<file path="src/rtl/probe_pkg.sv">
// probe_pkg: shared FSM state, architectural index type and mask helper.
package probe_pkg;
  typedef enum logic [1:0] {IDLE, LOOKUP, READ, HOLD} state_t;
  typedef logic [4:0] areg_t;
  function automatic logic none_above(input logic [31:0] mask, input areg_t idx);
    return ((mask >> idx) >> 1) == 32'd0;
  endfunction
endpackage

</file>
<file path="src/rtl/sat_counter.sv">
// sat_counter: clearable up-counter that holds at all-ones.
module sat_counter #(
  parameter int W = 32
) (
  input  logic         clk,
  input  logic         reset,
  input  logic         inc,
  input  logic         clr,
  output logic [W-1:0] value
);
  logic [W-1:0] value_q, value_d;
  always_comb value_d = clr ? '0 : (inc && !(&value_q)) ? value_q + W'(1) : value_q;
  always_ff @(posedge clk) value_q <= reset ? '0 : value_d;
  assign value = value_q;
endmodule

</file>
<file path="src/rtl/arch_state_probe.sv">
// arch_state_probe: architectural register dump, commit/mispredict counters and hang watchdog.
module arch_state_probe
  import probe_pkg::*;
#(
  parameter int          XLEN       = 32,
  parameter int          PREG_W     = 7,
  parameter int          CNT_W      = 32,
  parameter int          TIMEOUT    = 1000,
  parameter logic [31:0] WATCH_MASK = 32'h0000_0C80
) (
  input  logic              clk,
  input  logic              reset,
  input  logic              commit_valid,
  input  logic              mispredict,
  input  logic              dump_req,
  input  logic              hang_clear,
  output logic [4:0]        map_rd_addr,
  input  logic [PREG_W-1:0] map_rd_data,
  output logic [PREG_W-1:0] prf_rd_addr,
  input  logic [XLEN-1:0]   prf_rd_data,
  output logic              dump_valid,
  input  logic              dump_ready,
  output logic [4:0]        dump_areg,
  output logic [PREG_W-1:0] dump_preg,
  output logic [XLEN-1:0]   dump_data,
  output logic              dump_last,
  output logic              dump_busy,
  output logic [CNT_W-1:0]  commit_count,
  output logic [CNT_W-1:0]  mispredict_count,
  output logic              hang
);
  localparam logic [31:0] MASK = WATCH_MASK & 32'hFFFF_FFFE;
  localparam logic [CNT_W-1:0] TO_M1 = CNT_W'(TIMEOUT - 1);
  state_t state_q, state_d;
  areg_t idx_q, idx_d, dump_areg_q, dump_areg_d;
  logic [PREG_W-1:0] dump_preg_q, dump_preg_d;
  logic [XLEN-1:0] dump_data_q, dump_data_d;
  logic dump_valid_q, dump_valid_d, dump_last_q, dump_last_d, hang_q, hang_d;
  logic [CNT_W-1:0] idle_cnt;
  logic hit;
  assign hit = state_q == LOOKUP && MASK[idx_q];
  assign map_rd_addr = state_q == LOOKUP ? idx_q : '0;
  assign prf_rd_addr = hit ? map_rd_data : '0;
  always_comb begin
    state_d = state_q;
    idx_d = idx_q;
    dump_areg_d = dump_areg_q;
    dump_preg_d = dump_preg_q;
    dump_data_d = dump_data_q;
    dump_valid_d = dump_valid_q;
    dump_last_d = dump_last_q;
    case (state_q)
      IDLE: begin
        state_d = (dump_req && |MASK) ? LOOKUP : IDLE;
        idx_d = 5'd1;
      end
      LOOKUP: begin
        state_d = hit ? READ : LOOKUP;
        idx_d = hit ? idx_q : idx_q + 5'd1;
        dump_areg_d = hit ? idx_q : dump_areg_q;
        dump_preg_d = hit ? map_rd_data : dump_preg_q;
        dump_last_d = hit ? none_above(MASK, idx_q) : dump_last_q;
      end
      READ: begin
        state_d = HOLD;
        dump_data_d = prf_rd_data;
        dump_valid_d = 1'b1;
      end
      HOLD: begin
        state_d = !dump_ready ? HOLD : dump_last_q ? IDLE : LOOKUP;
        idx_d = !dump_ready ? idx_q : dump_last_q ? 5'd1 : idx_q + 5'd1;
        dump_valid_d = !dump_ready;
      end
    endcase
  end
  // clear wins over a coincident set; counting continues regardless of dump activity
  always_comb hang_d = hang_clear ? 1'b0 : hang_q | (!commit_valid && idle_cnt >= TO_M1);
  always_ff @(posedge clk) begin
    if (reset) begin
      state_q <= IDLE;
      idx_q <= 5'd1;
      dump_areg_q <= '0;
      dump_preg_q <= '0;
      dump_data_q <= '0;
      dump_valid_q <= 1'b0;
      dump_last_q <= 1'b0;
      hang_q <= 1'b0;
    end else begin
      state_q <= state_d;
      idx_q <= idx_d;
      dump_areg_q <= dump_areg_d;
      dump_preg_q <= dump_preg_d;
      dump_data_q <= dump_data_d;
      dump_valid_q <= dump_valid_d;
      dump_last_q <= dump_last_d;
      hang_q <= hang_d;
    end
  end
  assign dump_valid = dump_valid_q;
  assign dump_areg = dump_areg_q;
  assign dump_preg = dump_preg_q;
  assign dump_data = dump_data_q;
  assign dump_last = dump_last_q;
  assign dump_busy = state_q != IDLE;
  assign hang = hang_q;
  sat_counter #(.W(CNT_W)) u_commit (.clk(clk), .reset(reset), .inc(commit_valid), .clr(1'b0), .value(commit_count));
  sat_counter #(.W(CNT_W)) u_misp (.clk(clk), .reset(reset), .inc(mispredict), .clr(1'b0), .value(mispredict_count));
  sat_counter #(.W(CNT_W)) u_idle (.clk(clk), .reset(reset), .inc(1'b1), .clr(commit_valid | hang_clear), .value(idle_cnt));
endmodule

</file>
<file path="config.mk">
export PLATFORM = sky130hd
export DESIGN_NAME = arch_state_probe
export DESIGN_NICKNAME = d
export VERILOG_FILES = /design/src/rtl/probe_pkg.sv /design/src/rtl/sat_counter.sv /design/src/rtl/arch_state_probe.sv
export SDC_FILE = /design/constraint.sdc
export NUM_CORES = 1
export LEC_CHECK = 0
export ABC_CLOCK_PERIOD_IN_PS = 2200
export CAP_MARGIN = 10
export CORE_AREA = 2 2 89 177
export CTS_CLUSTER_SIZE = 20
export DETAILED_ROUTE_END_ITERATION = 8
export DIE_AREA = 0 0 91 179
export GPL_ROUTABILITY_DRIVEN = 0
export PLACE_DENSITY = 0.9
export SLEW_MARGIN = 15
export SYNTH_ARGS = -nofsm -noshare
export SYNTH_HDL_FRONTEND = slang
export SYNTH_HIERARCHICAL = 1
export SYNTH_SLANG_ARGS = --single-unit
</file>
<file path="constraint.sdc">
create_clock -name clk -period 2.2 [get_ports clk]
set_input_delay 0.44 -clock clk [delete_from_list [all_inputs] [get_ports clk]]
set_output_delay 0.44 -clock clk [all_outputs]
set_load 0.1 [all_outputs]
</file>
After elaboration in Yosys (flattened, before gate mapping)

Memory sizes are Yosys's and may differ from the RTL's. A register that Yosys moved wholly into a read port is not among the register bits.
Cells that the tools add are included.

Register bits after elaboration: 150
ROM bits: 32
Input bits: 46
Output and inout bits: 124
Memories: 1

Memory list:

| name             | words | width | read ports | clocked after Yosys merged registers in | write ports | line                   | RTL |
|---|---|---|---|---|---|---|---|
| (name not given) | 32    | 1     | 1          | 1                                       | 0           | arch_state_probe.sv:41 | `assign hit = state_q == LOOKUP && MASK[idx_q];` |

Add/sub/neg operators: 4
$lt $le $gt $ge: 2
Eq/ne operators: 5
Shift-type cells: 1
Mux-type cells: 15
Bitwise logic cells: 2
Reduce and logical (&&, ||, !) cells: 20

Operator list:

| cell                                                       | number |
|---|---|
| adder 32 x 1 -> 32 bit, second input constant              | 3 |
| AND reduction 32 bit                                       | 3 |
| >= comparator 32 x 10 -> 1 bit, second input constant      | 1 |
| zero test 32 bit                                           | 1 |
| >> shifter 12 x 5 -> 32 bit, first input constant          | 1 |
| two-way mux 5 bit                                          | 6 |
| case mux 5 bit (3 select lines)                            | 1 |
| case mux 2 bit (4 select lines)                            | 1 |
| two-way mux 7 bit                                          | 1 |
| less-than comparator 5 x 6 -> 1 bit, second input constant | 1 |
| adder 5 x 1 -> 5 bit, second input constant                | 1 |
| == test 2 bit, second input constant                       | 2 |
| logical AND 1 bit                                          | 4 |
| zero test 1 bit                                            | 4 |
| two-way mux 2 bit                                          | 2 |
| != test 2 bit, second input constant                       | 2 |
| nonzero test 2 bit                                         | 2 |
| OR reduction 2 bit                                         | 2 |
| two-way mux 1 bit                                          | 3 |
| AND reduction 3 bit                                        | 1 |
| nonzero test 3 bit                                         | 1 |
| == test 2 x 1 -> 1 bit, second input constant              | 1 |
| zero test 2 bit                                            | 1 |
| bitwise OR 1 bit                                           | 2 |
| other kinds (2)                                            | 2 |

Depth between registers and ports, before layout

Word-level depth: 7
Mapped depth: 7
Mapped depth without buffers: 6

Hierarchy

Netlist, hierarchy kept.

Modules (own cells, without submodules):

| module           | instances | cells an instance | area an instance (µm²) |
|---|---|---|---|
| sat_counter      | 3         | 202               | 1680.4 |
| arch_state_probe | 1         | 295               | 2287.2 |

Least setup slack after synthesis

OpenSTA, ideal clock, no wires.

Kind: register to register
Start: reg u_commit.value_q[0] (netlist: u_commit/value[0])
End: reg u_commit.value_q[28] (netlist: u_commit/value[28])
Setup time: 0.070 ns
Data arrival time: 2.512 ns
Data required time: 2.130 ns
Slack: -0.383 ns
Stages on the path, launching flop included: 7
Buffers on the path: 0
Period minus slack after synthesis: 2.583 ns
Path through: dfxtp_1 > ha_1 > nand4_1 > nor4_4 > o21ai_2 > or3_1 > a21oi_1

Longest elaborated chain between the ends: 3
Elaborated cells on any way between the ends: 4

Ends and longest elaborated chain:

| item                                                                           | line              | RTL |
|---|---|---|
| start: declaration                                                             | sat_counter.sv:11 | `logic [W-1:0] value_q, value_d;` |
| start signal: assignment                                                       | sat_counter.sv:13 | `always_ff @(posedge clk) value_q <= reset ? '0 : value_d;` |
| parallel branches: the longest is 3 deep, another holds adder 32 x 1 -> 32 bit | n/a               |  |

Parallel ways; which one is timed is not known.
A chain may end at the register's enable or synchronous reset.

==> impl_summary.md <==
Run status
The flow ran to the end, and the final reports show no timing, DRC or antenna violations.

CTS
The clock passes through at most 2 buffers. The clock-pin slew reported for the worst setup and hold paths after clock tree synthesis is 0.06 ns. The clock drives 151 sinks.

The later pin in the worst-skew pair is clocked with a latency of 0.44 ns. The number of hold buffers added after CTS is 0. The clock tree synthesis step divided the H-tree into 4 levels.

The number of CTS-inserted buffers is 17. TritonCTS built the clock tree. The clock root buffer is clkbuf_16.

Critical path
The worst setup path is of the register to primary output kind. STA classifies the critical path startpoint as a register. The slowest stage of the critical path is the and3b_2 cell. The signal on the critical path passes through and3b_2 -> nand2_1 -> inv_1 -> buf_12. The total buffers and inverters traversed by the critical path is 2. The required arrival time at the worst endpoint is 1.76 ns. The arrival time at the worst endpoint is 1.64 ns. Along the worst path, the maximum fanout reaches 15.

The largest stage delay on the critical path is 0.41 ns. The critical path's top delay family is simple AND/OR/NAND/NOR gates. The kind of end point of the critical path is a primary output.

Power
Of the total power, combinational logic draws 0.049. The portion of total power attributed to the clock network is 0.486. The leakage power total is 3.74 nW. The total power divided by cell area is 597 mW/mm^2. The internal power of the cells totals 4.50 mW. The analysis attributes to net switching a power of 1.43 mW. The switching part of the total power is 0.241.

The fraction of power consumed by sequential logic is 0.464. IR analysis of the VDD net gives a maximum drop of 598 uV.

Timing
The maximum clock rate is 0.481 GHz. Dividing the final minimum period by the clock period gives 0.945. Setup violations remaining at the end of the flow were counted as 0.

The minimum clock period is 2.08 ns. Setup repair after global routing left no endpoint under its margin. The number of hold violations in the final report was 0. The number of max-slew violations in the final report is 0. Clock skew on the completed layout was measured at 0.0126 ns.

Floorplanning
For this configuration, the core starts out at a cell density of 0.487. The chip width is 91 um. The total core area is 0.0151 sq mm. The initialized floorplan defines 64 standard-cell rows. The overall die area is 0.0163 sq mm. The vertical die dimension is 179 um. During I/O placement, the number of pins put on the boundary was 170.

Detailed routing
The total number of vias is 7,675. The via density per instance is 5.87. The number of remaining DRC errors is 0.

After detailed routing, the wire length on met1 is 8170 um. The highest metal layer carrying signal wires in the routed design is met4. The wire length on met2 is 10,500 um.

The detail route stage leaves a number of antenna-violating nets equal to 0. The first detailed-routing pass ran for 5 iterations. The met3 wire length is 1620 um. The DRC violation total after the first TritonRoute iteration is 404. The total detailed-routing wirelength is 20,600 um. The average detailed-routed wire length per instance is 15.7 um.

Placed design
The number of placed cells counting well taps is 1,274. The HPWL after detailed placement is 14,600 um. Input and output buffers added on the ports amount to 169.

Finish
The register area is 0.00310 sq mm. The area growth from synthesis to layout is 35.4%. The antenna cell count is 0. The area used by multi-input combinational logic is 0.00403 sq mm. The layout cell share with drive strength beyond 1 is 0.286. The count of nets after finishing is 1,148.

The core occupancy in the finished layout is 0.659. Counting the fill cells in the layout gives 1,200. The finished layout holds 1,308 standard cells, fillers aside.

Synthesis
The leading area contributor after synthesis is dfxtp_1. Synthesis produced a netlist whose cell count is 901. For this run, the number of Yosys warnings is 6. Yosys mapped the design onto 58 distinct sky130hd cell types. The area fraction of the dominant cell type after synthesis is 0.412. The number of synthesized flops with an enable pin is 0. The share of the Yosys chip area taken by registers is 0.412.

The leading register cell type out of synthesis is dfxtp_1. For this run, asynchronously set or reset flops after synthesis account for 0. The per-instance average area after synthesis is 8.13 sq um.

After synthesis, the cell types taking the most area are dfxtp_1 (41%), a21oi_1 (8.3%), nand2_1 (7.3%), or3_1 (3.7%), o21ai_0 (2.9%). Counting flops and latches in the post-synthesis netlist gives 151. The combined area of all synthesized cells is 0.00733 sq mm.

Global route
Global routing finished with a remaining overflow of 0. The largest net degree at the start of global routing is 33. The number of antenna violations at the first check in global routing was 0.

The via count of the first global-routing pass is 7,401. The aggregate global-route resource usage is 0.250. The first-pass GRT wire length is 34,200 um.

Hold path
The tightest min-delay check is of the input pin to register type.

Job
The total of max-cap violations is 0.
-- layout by cell type, fill, tap and decap left out, drive strengths merged, types with 3 or more instances in the layout --
cell	instances
inv	31
nand2	142
o21ai	46
nor4b	6
dfxtp	151
and4	15
a211oi	6
xnor2	6
o211ai	3
and3	18
nand4	40
clkbuf	18
buf	169
conb	12
a31oi	3
mux2i	7
nor2	48
clkinv	6
or2	8
nor4	8
clkdlybuf4s50	44
o31ai	19
ha	5
nand3	39
a311oi	5
a31o	7
o311ai	3
o2111ai	3
and2	15
a21oi	121
a41o	4
or3	43
nor3	21
xor2	3
or4	18
-- registers in the layout, indices dropped and copies added (netlist names), 2 cells and up, named ones only --
| register | flops |
|---|---|
| u_commit/value | 32 |
| dump_preg | 7 |
| u_misp/value | 32 |
| dump_data | 32 |
| state_q | 2 |
| u_idle/value | 32 |
| idx_q | 5 |
| dump_areg | 5 |
-- power groups by stage --
stage	combinational, mW	sequential [mW]	clock [mW]
global placement	0.281	2.81	0
global route	0.312	2.75	3.05
floorplan	0.114	2.83	0
finish	0.293	2.75	2.88
detailed placement	0.289	2.81	0
CTS	0.290	2.75	2.93
-- cells in the mapped netlist (3+ instances only) --
library cell    n
and4_1          9
ha_1            5
and3_1          9
and4_4          3
clkbuf_1       27
and2_1         15
buf_2          12
nand3_1        38
nand2_1       142
a41o_1          4
o21ai_2         3
a21oi_1       121
a31o_2          6
dfxtp_1       151
and4_2          3
nor3_1         18
mux2i_1         7
a31oi_1         3
nor3_2          3
inv_1          25
and3_2          3
and3_4          6
o21ai_0        43
o2111ai_1       3
nor4b_1         6
nor4_4          3
o211ai_1        3
o31ai_1        19
or2_2           8
xnor2_1         6
or3_1          43
nand4_4         3
nand4_1        31
nor4_1          5
buf_6           6
nor2_1         48
o311ai_0        3
nand4_2         6
xor2_1          3
or4_1          18
a211oi_1        6
a311oi_1        5
-- routing by layer --
layer	GRT usage	up-vias
li1	-	3683
met1	0.293	3631
met2	0.444	335
met3	0.0572	26
met4	0.0871	0
met5	0	-
-- timing repair --
action	4_1_cts	5_1_grt
resized for setup	1	1
setup endpoints to repair	7	5
cloned	0	0
setup buffers	0	2
endpoints found under the hold margin	0	0
pin swaps	0	1
-- logic make-up after synthesis --
group,after synthesis,synth area share
other cells,2,0.00102
mux,7,0.00956
compound gates,227,0.183
xor+xnor,9,0.0108
buf+inv,71,0.0446
simple gates,429,0.330
flops,151,0.412
fa+ha+maj,5,0.00854
-- cell type report --
type                            instances  share of cell area
Timing Repair Buffer                  213               0.188
Inverter                               25             0.00946
Multi-Input combinational cell        689               0.406
Tap cell                              198              0.0250
Clock inverter                         14              0.0144
Sequential cell                       151               0.313
Clock buffer                           18              0.0443
-- path summary, 6_finish.rpt --
check                                              startpoint                             to  slack (ns)  depth (start not counted)
worst max-delay path                                 register                 prf_rd_addr[3]        0.12                          4
worst min-delay path                                    reset          state_q[1]$_SDFF_PP0_        0.42                          2
worst max register to register  u_idle/value[12]$_SDFFE_PP0P_  u_idle/value[29]$_SDFFE_PP0P_        0.12                          5
worst min register to register     dump_data[23]$_SDFFE_PP0P_     dump_data[23]$_SDFFE_PP0P_        0.46                          2
-- metrics by stage --
step | hold WS (ns) | worst slack (ns) | setup TNS, ns | area (sq um) | total power [mW]
floorplan | 0.457 | 0.00979 | 0 | 7440 | 2.95
global placement | 0.442 | -0.0589 | -0.659 | 9320 | 3.09
detailed placement | 0.448 | -0.124 | -1.98 | 9320 | 3.10
CTS | 0.408 | 0.0982 | 0 | 9900 | 5.97
global route | 0.448 | 0.00338 | 0 | 9920 | 6.11
finish | 0.418 | 0.121 | 0 | 9920 | 5.93
Power figures use the tool's default switching activity.
